$ cat src/rtl/regfile_mp.sv
// rtl/regfile_mp.sv - multi-port register file with write bypass and pending-write scoreboard
//
// Purpose:
//   Register file placed between decode (read ports) and writeback (write
//   ports). It has two prioritised write ports, zero-latency reads with
//   same-cycle write bypass, and an optional hardwired zero register. It
//   also keeps a per-register pending-producer scoreboard and a registered
//   count of pending registers for the hazard unit.
//
// Ports:
//   clk_i        rising-edge clock
//   rst_n_i      asynchronous active-low reset; clears storage and scoreboard
//   rd_addr_i    NUM_RD packed read addresses, port k at [k*ADDR_W +: ADDR_W]
//   rd_data_o    NUM_RD packed read data, same packing
//   rd_pend_o    per read port: addressed register still awaits its producer
//   we0_i/wa0_i/wd0_i   write port 0 (writeback)
//   we1_i/wa1_i/wd1_i   write port 1 (late writer; wins on an address collision)
//   pend_set_i/pend_addr_i  mark a register pending at instruction issue
//   pend_cnt_o   number of registers currently pending (0..2**ADDR_W)

module regfile_mp #(
  parameter int DATA_W   = 32,
  parameter int ADDR_W   = 5,
  parameter int NUM_RD   = 2,
  parameter int ZERO_REG = 1
) (
  input  logic                     clk_i,
  input  logic                     rst_n_i,
  input  logic [NUM_RD*ADDR_W-1:0] rd_addr_i,
  output logic [NUM_RD*DATA_W-1:0] rd_data_o,
  output logic [NUM_RD-1:0]        rd_pend_o,
  input  logic                     we0_i,
  input  logic [ADDR_W-1:0]        wa0_i,
  input  logic [DATA_W-1:0]        wd0_i,
  input  logic                     we1_i,
  input  logic [ADDR_W-1:0]        wa1_i,
  input  logic [DATA_W-1:0]        wd1_i,
  input  logic                     pend_set_i,
  input  logic [ADDR_W-1:0]        pend_addr_i,
  output logic [ADDR_W:0]          pend_cnt_o
);

  localparam int DEPTH = 2 ** ADDR_W;

  logic [DATA_W-1:0] mem [DEPTH];
  logic [DEPTH-1:0]  pend;
  logic [DEPTH-1:0]  pend_next;
  logic [ADDR_W:0]   pend_cnt_next;

  // Storage. Port 1 is checked first so it wins a same-address collision.
  // The zero register is never written, so it stays at its reset value.
  always_ff @(posedge clk_i or negedge rst_n_i) begin
    if (!rst_n_i) begin
      for (int i = 0; i < DEPTH; i++) begin
        mem[i] <= '0;
      end
    end else begin
      for (int i = 0; i < DEPTH; i++) begin
        if (!(ZERO_REG != 0 && i == 0)) begin
          if (we1_i && wa1_i == ADDR_W'(i)) begin
            mem[i] <= wd1_i;
          end else if (we0_i && wa0_i == ADDR_W'(i)) begin
            mem[i] <= wd0_i;
          end
        end
      end
    end
  end

  // Next-state scoreboard: a new producer (set) outranks a retiring one
  // (write) on the same register, so the bit stays pending.
  always_comb begin
    pend_next = '0;
    for (int a = 0; a < DEPTH; a++) begin
      pend_next[a] = (pend_set_i && pend_addr_i == ADDR_W'(a))
                   | (pend[a] & ~((we0_i && wa0_i == ADDR_W'(a))
                                | (we1_i && wa1_i == ADDR_W'(a))));
    end
    if (ZERO_REG != 0) begin
      pend_next[0] = 1'b0;
    end
  end

  // Population count of the next state, so the count is exact on every
  // edge and cannot drift or wrap the way an up/down counter could.
  always_comb begin
    pend_cnt_next = '0;
    for (int a = 0; a < DEPTH; a++) begin
      pend_cnt_next = pend_cnt_next + {{ADDR_W{1'b0}}, pend_next[a]};
    end
  end

  always_ff @(posedge clk_i or negedge rst_n_i) begin
    if (!rst_n_i) begin
      pend       <= '0;
      pend_cnt_o <= '0;
    end else begin
      pend       <= pend_next;
      pend_cnt_o <= pend_cnt_next;
    end
  end

  // Read ports. Bypass is gated by reset so every port reads 0 while the
  // file is held in reset, even when a write is being presented.
  for (genvar k = 0; k < NUM_RD; k++) begin : g_rd
    logic [ADDR_W-1:0] addr;
    logic              hit0;
    logic              hit1;
    logic              hit_set;

    assign addr    = rd_addr_i[k*ADDR_W +: ADDR_W];
    assign hit0    = rst_n_i && we0_i && (wa0_i == addr);
    assign hit1    = rst_n_i && we1_i && (wa1_i == addr);
    assign hit_set = pend_set_i && (pend_addr_i == addr);

    always_comb begin
      rd_data_o[k*DATA_W +: DATA_W] = mem[addr];
      if (ZERO_REG != 0 && addr == '0) begin
        rd_data_o[k*DATA_W +: DATA_W] = '0;
      end else if (hit1) begin
        rd_data_o[k*DATA_W +: DATA_W] = wd1_i;
      end else if (hit0) begin
        rd_data_o[k*DATA_W +: DATA_W] = wd0_i;
      end
    end

    // A same-cycle write is bypassed, so it clears the hazard unless the
    // same register is re-claimed by a new producer in that cycle.
    assign rd_pend_o[k] = pend[addr] & ~((hit0 | hit1) & ~hit_set);
  end

endmodule

$ cat config.mk
export PLATFORM = sky130hd
export DESIGN_NAME = regfile_mp
export DESIGN_NICKNAME = d
export VERILOG_FILES = /design/src/rtl/regfile_mp.sv
export SDC_FILE = /design/constraint.sdc
export NUM_CORES = 2
export LEC_CHECK = 0
export CORE_MARGIN = 4
export CORE_UTILIZATION = 44
export DETAILED_ROUTE_END_ITERATION = 7
export PLACE_DENSITY_LB_ADDON = 0.3
export SETUP_SLACK_MARGIN = 0.05
export SLEW_MARGIN = 20
export SYNTH_ARGS = -nofsm -noshare
export SYNTH_HDL_FRONTEND = slang
export SYNTH_SLANG_ARGS = --single-unit
$ cat constraint.sdc
create_clock -name clk_i -period 6.2 [get_ports clk_i]
set_input_delay 0.93 -clock clk_i [delete_from_list [all_inputs] [get_ports clk_i]]
set_output_delay 0.93 -clock clk_i [all_outputs]
set_load 0.02 [all_outputs]
# Word level (Yosys, flattened, before mapping)
# Cells that the tools add are included.
# word_totals
register_bits,1029
output_inout_bits,72
inputBits,94
wordCells,514
# op_classes
magnitude_cmp,4
reduce_logical,134
eq_ne,99
n_bitwise,136
muxes,78
addsub,30
# ops
cell,n
2-to-1 mux 32 bit,72
binary-select mux 32 bit (select 5 bit),2
equality test 5 bit (second input constant),48
adder 6 x 1 -> 6 bit,25
equality test 5 x 4 -> 1 bit (second input constant),24
logical AND 1 bit,101
OR 1 bit,64
nonzero test 2 bit,31
equality test 5 x 3 -> 1 bit (second input constant),12
bitwise AND 1 bit,35
NOT 1 bit,35
equality test 5 x 2 -> 1 bit (second input constant),6
equality test 5 bit,6
equality test 5 x 1 -> 1 bit (second input constant),3
greater-or-equal comparator 6 bit (second input constant),2
< comparator 5 x 6 -> 1 bit (second input constant),2
NOT 5 -> 6 bit,2
binary-select mux 1 bit (select 5 bit),2
zero test 5 bit,2
adder 5 x 1 -> 6 bit,1
adder 4 x 1 -> 5 bit,1
adder 3 x 1 -> 4 bit,1
adder 2 x 1 -> 3 bit,1
adder 1 x 1 -> 2 bit,1
2-to-1 mux 1 bit,2

# Depth between registers and ports, before layout
# logic_depth
depth_word,36
depth_mapped,24
depth_no_buf,21

# Worst setup path before layout
# OpenSTA, ideal clock, no wires.
# synth_path
kind,input port to flip-flop
start,input wa1_i[0]
end,register pend_cnt_o[4]
path_slack_ps,-471
n_path_buf,3
t_required_ps,6077
cell_stages,22
arrival_time_ps,6548
setup_time_ps,123
path_cell_list,buf_2 nand2b_1 or2_2 nor2_1 clkbuf_1 clkbuf_1 o21ai_0 fa_1 inv_1 fa_1 fa_1 inv_1 fa_1 fa_1 inv_1 fa_1 fa_1 fa_1 inv_1 a21o_1 a21oi_1 xnor2_1
# synth_between
elab_cells_between_ends,216
cone_classes,add/sub: 30; eq/ne: 31; bitwise: 124; reduce/logical: 31
# synth_rtl
item,line_no,text
"start, declared",36,"input logic [ADDR_W-1:0] wa1_i,"
equality test 5 x 3 -> 1 bit,77,| (we1_i && wa1_i == ADDR_W'(a))));
logical AND 1 bit,77,
OR 1 bit,77,
NOT 1 bit,76,| (pend[a] & ~((we0_i && wa0_i == ADDR_W'(a))
bitwise AND 1 bit,76,
OR 1 bit,76,
via pend_next[6],47,logic [DEPTH-1:0] pend_next;
adder 5 x 1 -> 6 bit,89,"pend_cnt_next = pend_cnt_next + {{ADDR_W{1'b0}}, pend_next[a]};"
adder 6 x 1 -> 6 bit (25 in series),89,
via pend_cnt_next[4],48,logic [ADDR_W:0] pend_cnt_next;
"end signal, assigned",99,pend_cnt_o <= pend_cnt_next;
"end, declared",40,output logic [ADDR_W:0] pend_cnt_o
# The timed path passes the listed nets, and every way through them passes these cells.
# A chain may end at the register's enable or synchronous reset.

# Final worst setup path
# layout_path
start,input wa1_i[4]
end,register pend_cnt_o[4]
# The elaborated chain is that of the path after synthesis.

==> results.toml <==
[outcome]
outcome = "complete, no violations"

[detailed_routing]
drt_iter0_markers = 8820
vias_per_cell = 6.62
met2_length_mm = 116
wl_met1_mm = 103
drcViolationCount = 0
dr.max_layer_used = "met5"
wl_met3_mm = 39.8
ant_nets = 0
via_count = 56100
first_pass_iters = 6
wire_per_inst_um = 32.4
wl_mm = 275

[synth]
synth_compound_area_share_pct = 12.8
synth_top_family_by_area = "multiplexers"
ys_types = 58
synth_fa_ha_area_share_pct = 0.816
synth_edf_count = 0
ys_seq_elements = 1029
synth_top_cell_area_share_pct = 38.3
synthMuxAreaShare_pct = 33.5
synth-async-reset-ratio_pct = 100
ys_warn_count = 32
yosysTopAreaCell = "dfrtp_1"
syn_inst = 6487
synthSimpleGateAreaFrac_pct = 8.14
synth_xor_area_share_pct = 0.430
yosysSeqAreaShare_pct = 38.3
synth_area_leaders = "dfrtp_1 38%, mux2i_1 17%, mux4_2 14%"
synth.cell_area_mm2 = 0.0672
avgSynthCellArea_um2 = 10.4
synth_ff_type = "dfrtp_1"
synth_nets = 6611

[placed_design]
placed_cells = 8234
placed_area_mm2 = 0.0712
post-dp-hpwl_mm = 155
gp_congestion = 0.922
io_buffers = 165

[global_routing]
grt_max_degree = 146
grt_first_pass_wirelength_mm = 394
grtUsageTotal_pct = 34.1
grt_pass1_vias = 54700
antenna_found_initial = 12
grt-ovfl-total = 0

[pwr]
seq_power_share_pct = 38.4
p_comb_share_pct = 32.7
leakage_nw = 33.6
total_power_w = 0.0260
p_clk_share_pct = 28.8
powerDensity_mw_per_mm2 = 345
switching_power_w = 0.00863
vdd_ir_drop_max_mv = 0.474
p_int_w = 0.0174
swShare_pct = 33.2

[finish]
final_util_pct = 49.7
design_area_mm2 = 0.0754
fin_nets = 6451
final_cell_count_no_fill = 8465
area_delta_synth_final_pct = 12.3
drive_above_1_share_pct = 19.7
final_common_cell = "mux2i_1"
layout_common_cells = "1,170 x mux2i_1, 1,029 x dfrtp_1, 610 x a21oi_1"

[sta]
worst_slew_pin_slew_ps = 1320
tns_ps = 0
min_period_over_period_pct = 96.5
grt_setup_unrepaired = "false"
fmax_ghz = 0.167
drv_slew = 0
slew_headroom_pct = 11.9
setup_violations = 0
hold_viol_final = 0
fin_crit_ps = 5980
fin_skew_ps = 29.0

[critical_path]
critical_path.endpoint_type = "flip-flop"
path_max_fanout = 5
crit_path_start_kind = "input pin"
cp.required_ps = 6890
crit_chain = "clkdlybuf4s50_1, nand2b_1, or2_4, nor2_4, o21ai_1, fa_1, inv_1, fa_1, fa_1, inv_1, fa_1, fa_1, inv_1, fa_1, fa_2, fa_2, inv_1, a21o_1, a21oi_1, xnor2_1"
cp.arrival_ps = 6670
cpMaxStageDelayCell = "fa_1"
cpMostUsedCell = "fa_1"
slowest_delay_ps = 560
path_class = "in2reg"

[die]
die_x_um = 399
rows = 143
dieArea_mm2 = 0.159
io_pins = 166
initial_utilization_pct = 44.3
core_region_area_mm2 = 0.152
die_y_um = 399

[clock_network]
cts_buffers = 120
path_clk_slew_ps = 60
cts_tree = "built"
cts-root-buf = "clkbuf_16"
clkLatencyLatePin_ps = 780
post-cts-setup-buffers = 0
htree_levels = 3
clock-sinks = 1029
cts_buffer_depth = 3

[flow_run]
max-cap-violations = 0

[worst_hold_path]
worstHoldPathType = "reg2reg"
cells by family (layout without fill, tap and decap cells):
logic type      Yosys count  in the layout
mux                    1717           1717
compound gates         1470           1470
simple gates           1346           1346
flops                  1029           1029
buf+inv                 862            803
xor+xnor                 33             33
fa+ha+maj                30             30
other cells               0              7
worst max-delay path, delay by kind of cell:
family,cells,cell delay (ps)
and+or+nand+nor,3,750
buffers and inverters,5,740
xor gates and xnor gates,1,180
AOI/OAI and AO/OA,3,310
adders and majority gates,8,3760
sequential cells by signal, summed over array words and instances (netlist names):
register	flops
mem	992
pend	31
pend_cnt_o	6
worst paths after layout:
| path | startpoint | to | slack [ps] | cells past startpoint |
|---|---|---|---|---|
| setup / recovery | wa1_i[4] | pend_cnt_o[4] | 220 | 20 |
| min in group asynchronous | rst_n_i | pend[20] | 610 | 2 |
| setup reg to reg | pend[18] | pend_cnt_o[4] | 1140 | 15 |
| hold reg to reg | mem[22] | mem[22] | 550 | 2 |
| hold / removal | mem[22] | mem[22] | 550 | 2 |
| max in group asynchronous | rst_n_i | mem[628] | 1720 | 6 |
cell usage after synthesis, types with 7 or more instances:
cell / n
a32oi_1: 14
a21boi_0: 29
a221oi_1: 31
fa_1: 23
buf_2: 159
ha_1: 7
o221ai_1: 57
buf_1: 88
mux2_2: 135
dfrtp_1: 1029
mux4_2: 410
nand2_1: 577
xnor2_1: 20
a21oi_1: 610
buf_12: 8
nor3_1: 37
xor2_1: 13
or4_1: 29
nor2_1: 621
o32ai_1: 34
o22ai_1: 63
buf_4: 46
o21ai_0: 491
nor2b_1: 15
a22o_1: 38
a22oi_1: 35
inv_1: 50
nand2b_1: 17
o221ai_2: 26
nand4_1: 9
buf_6: 22
o21bai_1: 29
clkbuf_1: 481
mux2i_1: 1170
power by group through the flow:
stage | combinational, W | sequential [W] | clock, W
detailed placement | 0.00846 | 0.0101 | 0
global route | 0.00941 | 0.0102 | 0.00783
CTS | 0.00847 | 0.00995 | 0.00755
finish | 0.00850 | 0.00999 | 0.00749
global placement | 0.00830 | 0.00994 | 0
floorplan | 0.00611 | 0.00956 | 0
per-layer routing:
metal,track usage [%],vias to the layer above
li1,-,23300
met1,45.4,27800
met2,49.3,4075
met3,12.0,895
met4,16.7,8
met5,0.339,-
per-stage QoR:
step / hold slack, ps / worst slack [ps]
floorplan: 507 / -37.9
global placement: 526 / -533
detailed placement: 542 / -575
CTS: 556 / 233
global route: 574 / 51.4
finish: 551 / 219
layout make-up:
type	instances	area, um^2
inverters	50	188
repair buffers	530	4740
fillers	13700	76300
flip-flops and latches	1029	25700
clock buffers	172	3510
clock inverters	51	616
multi-input cells	4596	38100
well taps	2030	2540
diodes	7	17.5
repair_timing:
item / in CTS / in global routing
resized for setup: 0 / 7
hold endpoints to repair: 1 / 0
hold buffers: 1 / 0
endpoints found under the setup margin: 0 / 1
Note: power is estimated with default switching activity, not from simulation.
